### src/rtl/regbus_seq_initiator_pkg.sv
// Shared types for the reg-bus sequence initiator: FSM states, captured response,
// and the default 48-bit address / 32-bit data reg-bus request/response structs.
package regbus_seq_initiator_pkg;

    typedef enum logic [1:0] {
        IDLE = 2'd0,
        BUSY = 2'd1,
        RESP = 2'd2
    } state_e;

    // Captured rdata is sized for the widest supported bus; narrower buses use the low bits.
    localparam int unsigned MaxDataWidth = 128;

    typedef struct packed {
        logic [MaxDataWidth-1:0] rdata;
        logic                    error;
        logic                    timeout;
    } seq_rsp_t;

    typedef struct packed {
        logic [47:0] addr;
        logic        write;
        logic [31:0] wdata;
        logic [3:0]  wstrb;
        logic        valid;
    } reg_a48_d32_req_t;

    typedef struct packed {
        logic [31:0] rdata;
        logic        error;
        logic        ready;
    } reg_a48_d32_rsp_t;

endpackage

### src/rtl/regbus_seq_initiator.sv
// Single-outstanding reg-bus initiator: accepts one command, drives it on the reg bus
// until the responder is ready or a timeout expires, then holds the result until consumed.
module regbus_seq_initiator
    import regbus_seq_initiator_pkg::*;
#(
    parameter int unsigned AddrWidth     = 48,
    parameter int unsigned DataWidth     = 32,
    parameter int unsigned TimeoutCycles = 1024,
    parameter type         req_t         = reg_a48_d32_req_t,
    parameter type         rsp_t         = reg_a48_d32_rsp_t,
    localparam int unsigned StrbWidth    = DataWidth / 8
) (
    input  logic                 clk_i,
    input  logic                 rst_i,
    input  logic                 cmd_valid_i,
    output logic                 cmd_ready_o,
    input  logic [AddrWidth-1:0] cmd_addr_i,
    input  logic                 cmd_write_i,
    input  logic [DataWidth-1:0] cmd_wdata_i,
    input  logic [StrbWidth-1:0] cmd_wstrb_i,
    output req_t                 reg_req_o,
    input  rsp_t                 reg_rsp_i,
    output logic                 rsp_valid_o,
    input  logic                 rsp_ready_i,
    output logic [DataWidth-1:0] rsp_rdata_o,
    output logic                 rsp_error_o,
    output logic                 rsp_timeout_o,
    output logic                 busy_o
);

    localparam int unsigned CntWidth = (TimeoutCycles > 0) ? $clog2(TimeoutCycles + 1) : 1;
    localparam logic [CntWidth-1:0] CntLast =
        (TimeoutCycles > 0) ? CntWidth'(TimeoutCycles - 1) : '0;

    state_e               state_q, state_d;
    logic [AddrWidth-1:0] addr_q;
    logic                 write_q;
    logic [DataWidth-1:0] wdata_q;
    logic [StrbWidth-1:0] wstrb_q;
    logic [CntWidth-1:0]  cnt_q;
    seq_rsp_t             cap_q;
    logic                 timeout_hit;

    assign timeout_hit = (TimeoutCycles > 0) && (cnt_q == CntLast);

    always_ff @(posedge clk_i) begin
        if (rst_i) begin
            state_q <= IDLE;
            addr_q  <= '0;
            write_q <= 1'b0;
            wdata_q <= '0;
            wstrb_q <= '0;
            cnt_q   <= '0;
            cap_q   <= '0;
        end else begin
            state_q <= state_d;
            if (state_q == IDLE && cmd_valid_i) begin
                addr_q  <= cmd_addr_i;
                write_q <= cmd_write_i;
                wdata_q <= cmd_wdata_i;
                wstrb_q <= cmd_write_i ? cmd_wstrb_i : '1;
                cnt_q   <= '0;
            end
            if (state_q == BUSY) begin
                // A ready in the timeout cycle still completes normally.
                if (reg_rsp_i.ready) begin
                    cap_q.rdata   <= write_q ? '0 : MaxDataWidth'(reg_rsp_i.rdata);
                    cap_q.error   <= reg_rsp_i.error;
                    cap_q.timeout <= 1'b0;
                end else if (timeout_hit) begin
                    cap_q.rdata   <= '0;
                    cap_q.error   <= 1'b1;
                    cap_q.timeout <= 1'b1;
                end else if (cnt_q != '1) begin
                    cnt_q <= cnt_q + CntWidth'(1);
                end
            end
        end
    end

    always_comb begin
        state_d = state_q;
        case (state_q)
            IDLE:    if (cmd_valid_i) state_d = BUSY;
            BUSY:    if (reg_rsp_i.ready || timeout_hit) state_d = RESP;
            RESP:    if (rsp_ready_i) state_d = IDLE;
            default: state_d = IDLE;
        endcase
    end

    always_comb begin
        reg_req_o = '0;
        if (state_q == BUSY) begin
            reg_req_o.addr  = addr_q;
            reg_req_o.write = write_q;
            reg_req_o.wdata = wdata_q;
            reg_req_o.wstrb = wstrb_q;
            reg_req_o.valid = 1'b1;
        end
        cmd_ready_o   = (state_q == IDLE);
        busy_o        = (state_q != IDLE);
        rsp_valid_o   = (state_q == RESP);
        rsp_rdata_o   = cap_q.rdata[DataWidth-1:0];
        rsp_error_o   = cap_q.error;
        rsp_timeout_o = cap_q.timeout;
    end

endmodule

### config.mk
export PLATFORM = sky130hd
export DESIGN_NAME = regbus_seq_initiator
export DESIGN_NICKNAME = d
export VERILOG_FILES = /design/src/rtl/regbus_seq_initiator_pkg.sv /design/src/rtl/regbus_seq_initiator.sv
export SDC_FILE = /design/constraint.sdc
export NUM_CORES = 1
export LEC_CHECK = 0
export BUFFER_PORTS_ARGS = -buffer_cell sky130_fd_sc_hd__buf_2
export CAP_MARGIN = 20
export CORE_MARGIN = 1.5
export CORE_UTILIZATION = 46
export DETAILED_ROUTE_END_ITERATION = 8
export PLACE_DENSITY = 0.79
export SLEW_MARGIN = 30
export SYNTH_ARGS = -nofsm -noshare
export SYNTH_HDL_FRONTEND = slang
export SYNTH_SLANG_ARGS = --single-unit
### constraint.sdc
create_clock -name clk_i -period 2.03 [get_ports clk_i]
set_input_delay 0.609 -clock clk_i [delete_from_list [all_inputs] [get_ports clk_i]]
set_output_delay 0.609 -clock clk_i [all_outputs]
set_load 0.02 [all_outputs]
* Word level (Yosys, flattened, before mapping)
Cells that the tools add are included.
Storage, ports and cells: bits in registers 132, input bits 123, output and inout port bits 123, logic and storage cells 38
Cells by class: add/sub/neg operators 1, equal/unequal tests 7, mux-type cells 14, reductions and logical operators 7
Operators by type and width (number):
- 86-bit two-way mux | 1
- 34-bit two-way mux | 2
- 11-bit two-way mux | 5
- 32-bit two-way mux | 1
- 11-bit by 1-bit adder with 11-bit output, second input constant | 1
- 11-bit by 10-bit == test with 1-bit output, second input constant | 1
- 11-bit inequality test, second input constant | 1
- 2-bit two-way mux | 3
- 2-bit case mux with 3 select lines | 1
- 4-bit two-way mux | 1
- 2-bit by 1-bit inequality test with 1-bit output, second input constant | 2
- 2-bit nonzero test | 2
- 3-bit AND reduction | 1
- 2-bit by 1-bit == test with 1-bit output, second input constant | 1
- 2-bit == test, second input constant | 1
- 2-bit logical NOT | 1
- 2-bit inequality test, second input constant | 1
- 2-bit AND reduction | 1
- 1-bit logical AND | 1
- 1-bit logical OR | 1

* Logic depth before layout (Yosys ltp)
Gate-level depths: netlist of the first run.
depth after elaboration 7, depth in mapped cells 6, gate-level depth less buffers 5

* Worst setup path before layout of the first run
No wires, ideal clock.
path type register -> output, start point register state_q[0], end point output port reg_req_o[66] (netlist bit), data arrival time 1.345 ns, data required time 1.421 ns, path slack 0.076 ns, stages on the path, launching flop included 6, buffers on the path 3, path through dfxtp_1 > nor2b_1 > buf_2 > clkbuf_1 > clkbuf_1 > and2_1
RTL lines:
- start, declared | line regbus_seq_initiator.sv:35 | state_e state_q, state_d;
- start signal, assigned | line regbus_seq_initiator.sv:56 | state_q <= state_d;
- end, declared | line regbus_seq_initiator.sv:21 | output req_t reg_req_o,

==> impl_metrics.yaml, run 1 <==
yosys:
  syn_avg_cell_area_um2: 8.39
  syn_nets: 748
  seq_area_frac_synth: 0.505
  synthFlopType: "dfxtp_1"
  synthTopCellsByArea: "dfxtp_1 50%, nand2_1 12%, and2_1 10%"
  synth-async-reset-ratio: 0
  synthXorXnorAreaFrac: 0.00167
  synth-seq-cells: 132
  synthMuxAreaShare: 0
  synth_top_area_cell: "dfxtp_1"
  synth_common_cells: "172 x nand2_1, 132 x dfxtp_1, 90 x a21oi_1"
  syn_inst: 624
  synth_edf_count: 0
  synth_top_family_by_area: "simple AND/OR/NAND/NOR gates"
  synthAdderAreaFrac: 0.00239
  ys_types: 44
  synthSimpleGateAreaFrac: 0.274
  syn_area_um2: 5240
  synth_top_area_frac: 0.505
  ys_warn_count: 0
  synth_compound_area_frac: 0.173
  synth_most_common_cell: "nand2_1"
placed_design:
  gp_congestion: 0.784
  dpl.hpwl_um: 9500
  dpl_cell_area_um2: 6690
  pre_cts_slack_ns: 0.0522
  placement.io_buffers: 245
clock_tree:
  cts_tree: "done"
  cts.sinks: 132
  clock_tree.root_cell: "clkbuf_16"
  clk_latency_ns: 0.42
  ctsHoldBuffers: 0
  path_clk_slew_ns: 0.06
  cts.path.max_buffers: 2
  numCtsBuffers: 17
  htreeDepth: 4
power:
  ir_worst_vdd_mv: 0.713
  p_per_area_nw_per_um2: 927
  p_leak_uw: 0.00369
  p_total_uw: 7400
hold_path:
  holdPathStages: 2
  hp-class: "primary input to flop"
  min-delay-start: "reg_rsp_i[32]"
  min_to: "rsp_rdata_o[30]$_SDFFE_PP0P_"
floorplanning:
  fp.dieW_um: 110
  coreArea_um2: 11000
  rows: 38
  die_h_um: 110
  ios: 246
  dieArea_um2: 12000
  floorplan.initialDensity: 0.477
global_route:
  grt_use_total: 0.256
  grt_pass1_wl_um: 23400
  grt_pass1_vias: 4847
  grt_max_degree: 62
  grt_overflow_total: 0
  grt_antenna_before_repair: 0
worst_setup_path:
  worstSetupPathType: "flop to primary output"
  slowest_delay_ns: 0.34
  rr_startpoint: "state_q[0]$_SDFFE_PP0P_"
  crit_path_end_kind: "primary output"
  r2r-end: "rsp_rdata_o[17]$_SDFFE_PP0P_"
  critPathLaunchType: "flop"
  ff2ff_setup_slack_ns: 0.15
  crit_top_cell: "buf_6"
  crit_buf_inv: 3
  crit_arrival_ns: 1.54
  cp.required_ns: 1.42
  critPathSlowestCell: "dfxtp_4"
  path_cells: "nor2b_4 -> buf_6 -> buf_12 -> and2_4 -> buf_6"
  ff2ff_path_depth: 8
  cp_top_family: "buffers and inverters"
  cp_max_fo: 11
finish:
  fillers: 827
  antenna_cells: 0
  multi_input_area_um2: 2470
  final_nets: 998
  syn2layout_area_growth_pct: 52.4
  final_util: 0.727
  post_route_cells_drive_above_1_share: 0.396
  seq_area_um2: 2650
  fin_area_um2: 7980
timing:
  fin_setup_tns_ns: -6.53
  fin_crit_sh: 1.06
  worst_pin_slew_ns: 0.635
  setup_slack_ns: -0.122
  slew_viol_final: 0
  setup_viol: 85
  fin_skew_ns: 0.00484
  rsz0062_at_grt: "true"
  fin_crit_ns: 2.15
  slew_headroom: 0.577
  finalHoldViolCount: 0
  fmaxAchievable_mhz: 465
route:
  wl_per_cell_um: 15.1
  drc: 0
  ant_nets: 0
  drtIter0Drc: 268
  firstDrtPassIters: 5
  vias: 5216
  viasPerCell: 5.08
  routed_wl_um: 15500
status:
  status: "finished with violations"
  violations: "negative setup slack"
flow_run:
  cap_violations: 0
[logic make-up after synthesis]
group,after synthesis
xor gates and xnor gates,1
AOI/OAI and AO/OA,145
adders and majority gates,1
buffers and inverters,53
and+or+nand+nor,292
DFF,132
[routing by layer]
layer | global-route usage | up-vias | part of all wire
li1 | - | 2585 | -
met1 | 0.272 | 2387 | 0.38
met2 | 0.444 | 210 | 0.50
met3 | 0.105 | 34 | 0.099
met4 | 0.113 | 0 | 0.025
met5 | 0 | - | 0
[state kept, by name, indices dropped and copies added, names as in the netlist]
register / flops
rsp_error_o: 1
cnt_q: 11
addr_q: 48
rsp_rdata_o: 32
wstrb_q: 4
write_q: 1
rsp_timeout_o: 1
state_q: 2
wdata_q: 32
[what timing repair did]
| action | CTS | global route |
|---|---|---|
| setup endpoints to repair | 86 | 86 |
| resized for setup | 140 | 12 |
| setup buffers | 7 | 0 |
| gates cloned | 5 | 1 |
| pin swaps | 4 | 0 |
[worst max path at each step]
stage	start	end	slack, ns	cells after the start
floorplan	state_q[0]$_SDFFE_PP0P_	reg_req_o[66]	0.08	5
global placement	reg_rsp_i[0]	rsp_rdata_o[19]$_SDFFE_PP0P_	-0.05	3
detailed placement	cmd_valid_i	cnt_q[5]$_SDFF_PP0_	0.05	5
CTS	state_q[0]$_SDFFE_PP0P_	reg_req_o[48]	-0.13	5
global route	state_q[0]$_SDFFE_PP0P_	reg_req_o[10]	-0.18	5
finish	state_q[0]$_SDFFE_PP0P_	reg_req_o[63]	-0.12	5
[final cells by class]
| class | count | share of cell area |
|---|---|---|
| Inverter | 8 | 0.00376 |
| Timing Repair Buffer | 276 | 0.247 |
| Tap cell | 140 | 0.0219 |
| Clock inverter | 8 | 0.0243 |
| Sequential cell | 132 | 0.332 |
| Clock buffer | 24 | 0.0616 |
| Multi-Input combinational cell | 439 | 0.310 |
[stage by stage]
| stage | hold slack [ns] | instances |
|---|---|---|
| finish | 0.408 | 1027 |
| global route | 0.400 | 1027 |
| CTS | 0.394 | 1027 |
| detailed placement | 0.442 | 983 |
| global placement | 0.437 | 982 |
| floorplan | 0.432 | 624 |
[power breakdown]
part           internal [µW]  switching (µW)
clock network           2440            1100
logic                    464             566
registers               2750            77.9
total                   5650            1740
[placed cells by master, fill, tap and decap left out, types with 2 or more instances in the layout]
master,n
a211oi_1,2
a21oi_1,90
a22o_1,32
a311oi_1,4
and2_1,55
and2_4,32
buf_12,6
buf_16,4
buf_2,175
buf_4,47
buf_6,43
bufinv_16,6
clkbuf_1,3
clkbuf_16,18
clkbuf_8,4
dfxtp_1,130
dfxtp_4,2
inv_1,8
nand2_1,171
nand2b_1,2
nand3_1,2
nand4_1,2
nor2_1,7
nor3_1,3
o21ai_0,4
o22ai_1,2
o31ai_1,4
or2_2,2
or4_1,3
No activity file was read; power rests on OpenSTA's default activity.
==> inputs of run 2 (changes only) <==
CORE_MARGIN = 8   (was 1.5)
==> run 2 against run 1 <==
Via count up 1.2%. Largest power group is now sequential cells. Sequential cell count unchanged. Critical path type unchanged. Critical endpoint is now reg_req_o[81]. Register-to-register slack better by 0.08 ns. The flow still finishes with violations (negative setup slack).
==> impl_metrics.yaml, run 2 (synthesized netlist as in run 1, its figures left out) <==
status:
  status: "finished with violations"
  violations: "negative setup slack"
floorplanning:
  rows: 39
  fp.dieW_um: 123
  ios: 246
  coreArea_um2: 11300
  die_h_um: 123
  dieArea_um2: 15100
  floorplan.initialDensity: 0.465
timing:
  fin_setup_tns_ns: -8.06
  setup_slack_ns: -0.152
  finalHoldViolCount: 0
  rsz0062_at_grt: "true"
  fmaxAchievable_mhz: 458
  slew_viol_final: 0
  worst_pin_slew_ns: 0.563
  slew_headroom: 0.623
  fin_crit_sh: 1.08
  fin_crit_ns: 2.18
  fin_skew_ns: 0.00601
  setup_viol: 85
global_route:
  grt_pass1_wl_um: 26700
  grt_pass1_vias: 5171
  grt_max_degree: 83
  grt_antenna_before_repair: 1
  grt_use_total: 0.228
  grt_overflow_total: 0
route:
  drc: 0
  drtIter0Drc: 280
  routed_wl_um: 18000
  firstDrtPassIters: 4
  vias: 5280
  viasPerCell: 5.14
  ant_nets: 0
  wl_per_cell_um: 17.6
placed_design:
  gp_congestion: 0.792
  placement.io_buffers: 245
  dpl.hpwl_um: 11200
  pre_cts_slack_ns: 0.0538
finish:
  post_route_cells_drive_above_1_share: 0.413
  syn2layout_area_growth_pct: 54.4
  fillers: 826
  largest_reg_flops: 48
  seq_area_um2: 2650
  layout_commonest_cell: "nand2_1"
  final_cell_mix: "171 x nand2_1, 163 x buf_2, 131 x dfxtp_1"
  multi_input_area_um2: 2520
  largest_register: "addr_q"
  final_nets: 997
  antenna_cells: 0
clock_tree:
  cts_tree: "done"
  path_clk_slew_ns: 0.05
  htreeDepth: 4
  cts.path.max_buffers: 2
  numCtsBuffers: 17
  cts.sinks: 132
  clock_tree.root_cell: "clkbuf_16"
  clk_latency_ns: 0.41
worst_setup_path:
  crit_arrival_ns: 1.57
  cp_max_fo: 6
  crit_path_end_kind: "primary output"
  worstSetupPathType: "flop to primary output"
  crit_buf_inv: 3
  critPathSlowestCell: "dfxtp_4"
  path_depth: 5
  path_cells: "nor2b_4 -> buf_6 -> clkbuf_16 -> and2_1 -> buf_4"
  cp_top_family: "buffers and inverters"
  cp.required_ns: 1.42
  ff2ff_path_depth: 6
  critPathLaunchType: "flop"
  slowest_delay_ns: 0.34
power:
  combPwrFrac: 0.169
  ir_worst_vdd_mv: 0.769
  pwr-share-seq: 0.422
  p_leak_uw: 0.00369
  p_clk_frac: 0.409
  internal-power_uw: 4990
  switching_share: 0.258
  p_per_area_nw_per_um2: 832
  p_total_uw: 6720
  p_switching_uw: 1740
hold_path:
  holdPathStages: 2
  hp-class: "primary input to flop"
flow_run:
  cap_violations: 0
[run 2: changes by cell type in the layout (fill, tap and decap cells not counted), moves of 6 or more]
cell       before  now
and2_1         55   37
bufinv_16       6    0
buf_6          43   65
buf_4          47   30
buf_2         175  163
and2_4         32   50
[run 2: repair_timing]
action	4_1_cts	5_1_grt
resized for setup	111	96
hold buffers	0	0
cloned	6	4
pin swaps	0	19
setup endpoints to repair	88	86
buffers inserted	5	3
[run 2: metrics by stage]
| step | hold WS, ns | cell area [µm²] | cells | utilization |
|---|---|---|---|---|
| detailed placement | 0.442 | 6670 | 981 | 0.591 |
| global route | 0.397 | 8090 | 1027 | 0.717 |
| CTS | 0.388 | 7730 | 1022 | 0.685 |
| finish | 0.410 | 8090 | 1027 | 0.717 |
| global placement | 0.437 | 6670 | 981 | 0.591 |
| floorplan | 0.432 | 5240 | 624 | - |
[run 2: path summary, 6_finish.rpt]
kind | from | end | slack [ns]
worst max-delay path | state_q[0]$_SDFFE_PP0P_ | reg_req_o[81] | -0.15
worst min-delay path | reg_rsp_i[21] | rsp_rdata_o[19]$_SDFFE_PP0P_ | 0.41
worst max register to register | cnt_q[0]$_SDFF_PP0_ | cnt_q[5]$_SDFF_PP0_ | 0.23
worst min register to register | addr_q[39]$_SDFFE_PP0P_ | addr_q[39]$_SDFFE_PP0P_ | 0.45
[run 2: power groups by stage]
stage | clock, µW | sequential (µW) | combinational (µW)
CTS | 2800 | 2830 | 1050
finish | 2750 | 2830 | 1140
floorplan | 0 | 2910 | 480
detailed placement | 0 | 2880 | 881
global placement | 0 | 2880 | 870
global route | 2900 | 2850 | 1230
[run 2: final cells by class]
class                   count  area share
clock buffers              26      0.0630
clock inverters             4     0.00279
inverters                   8     0.00371
multi-input cells         439       0.312
flip-flops and latches    132       0.327
well taps                 143      0.0221
repair buffers            275       0.269
[run 2: metal layers]
layer	vias to the layer above	track usage	share of wire
met3	29	0.113	0.11
met4	2	0.0754	0.014
met1	2444	0.252	0.39
met2	220	0.374	0.48
met5	-	0	0.00072
li1	2585	-	-
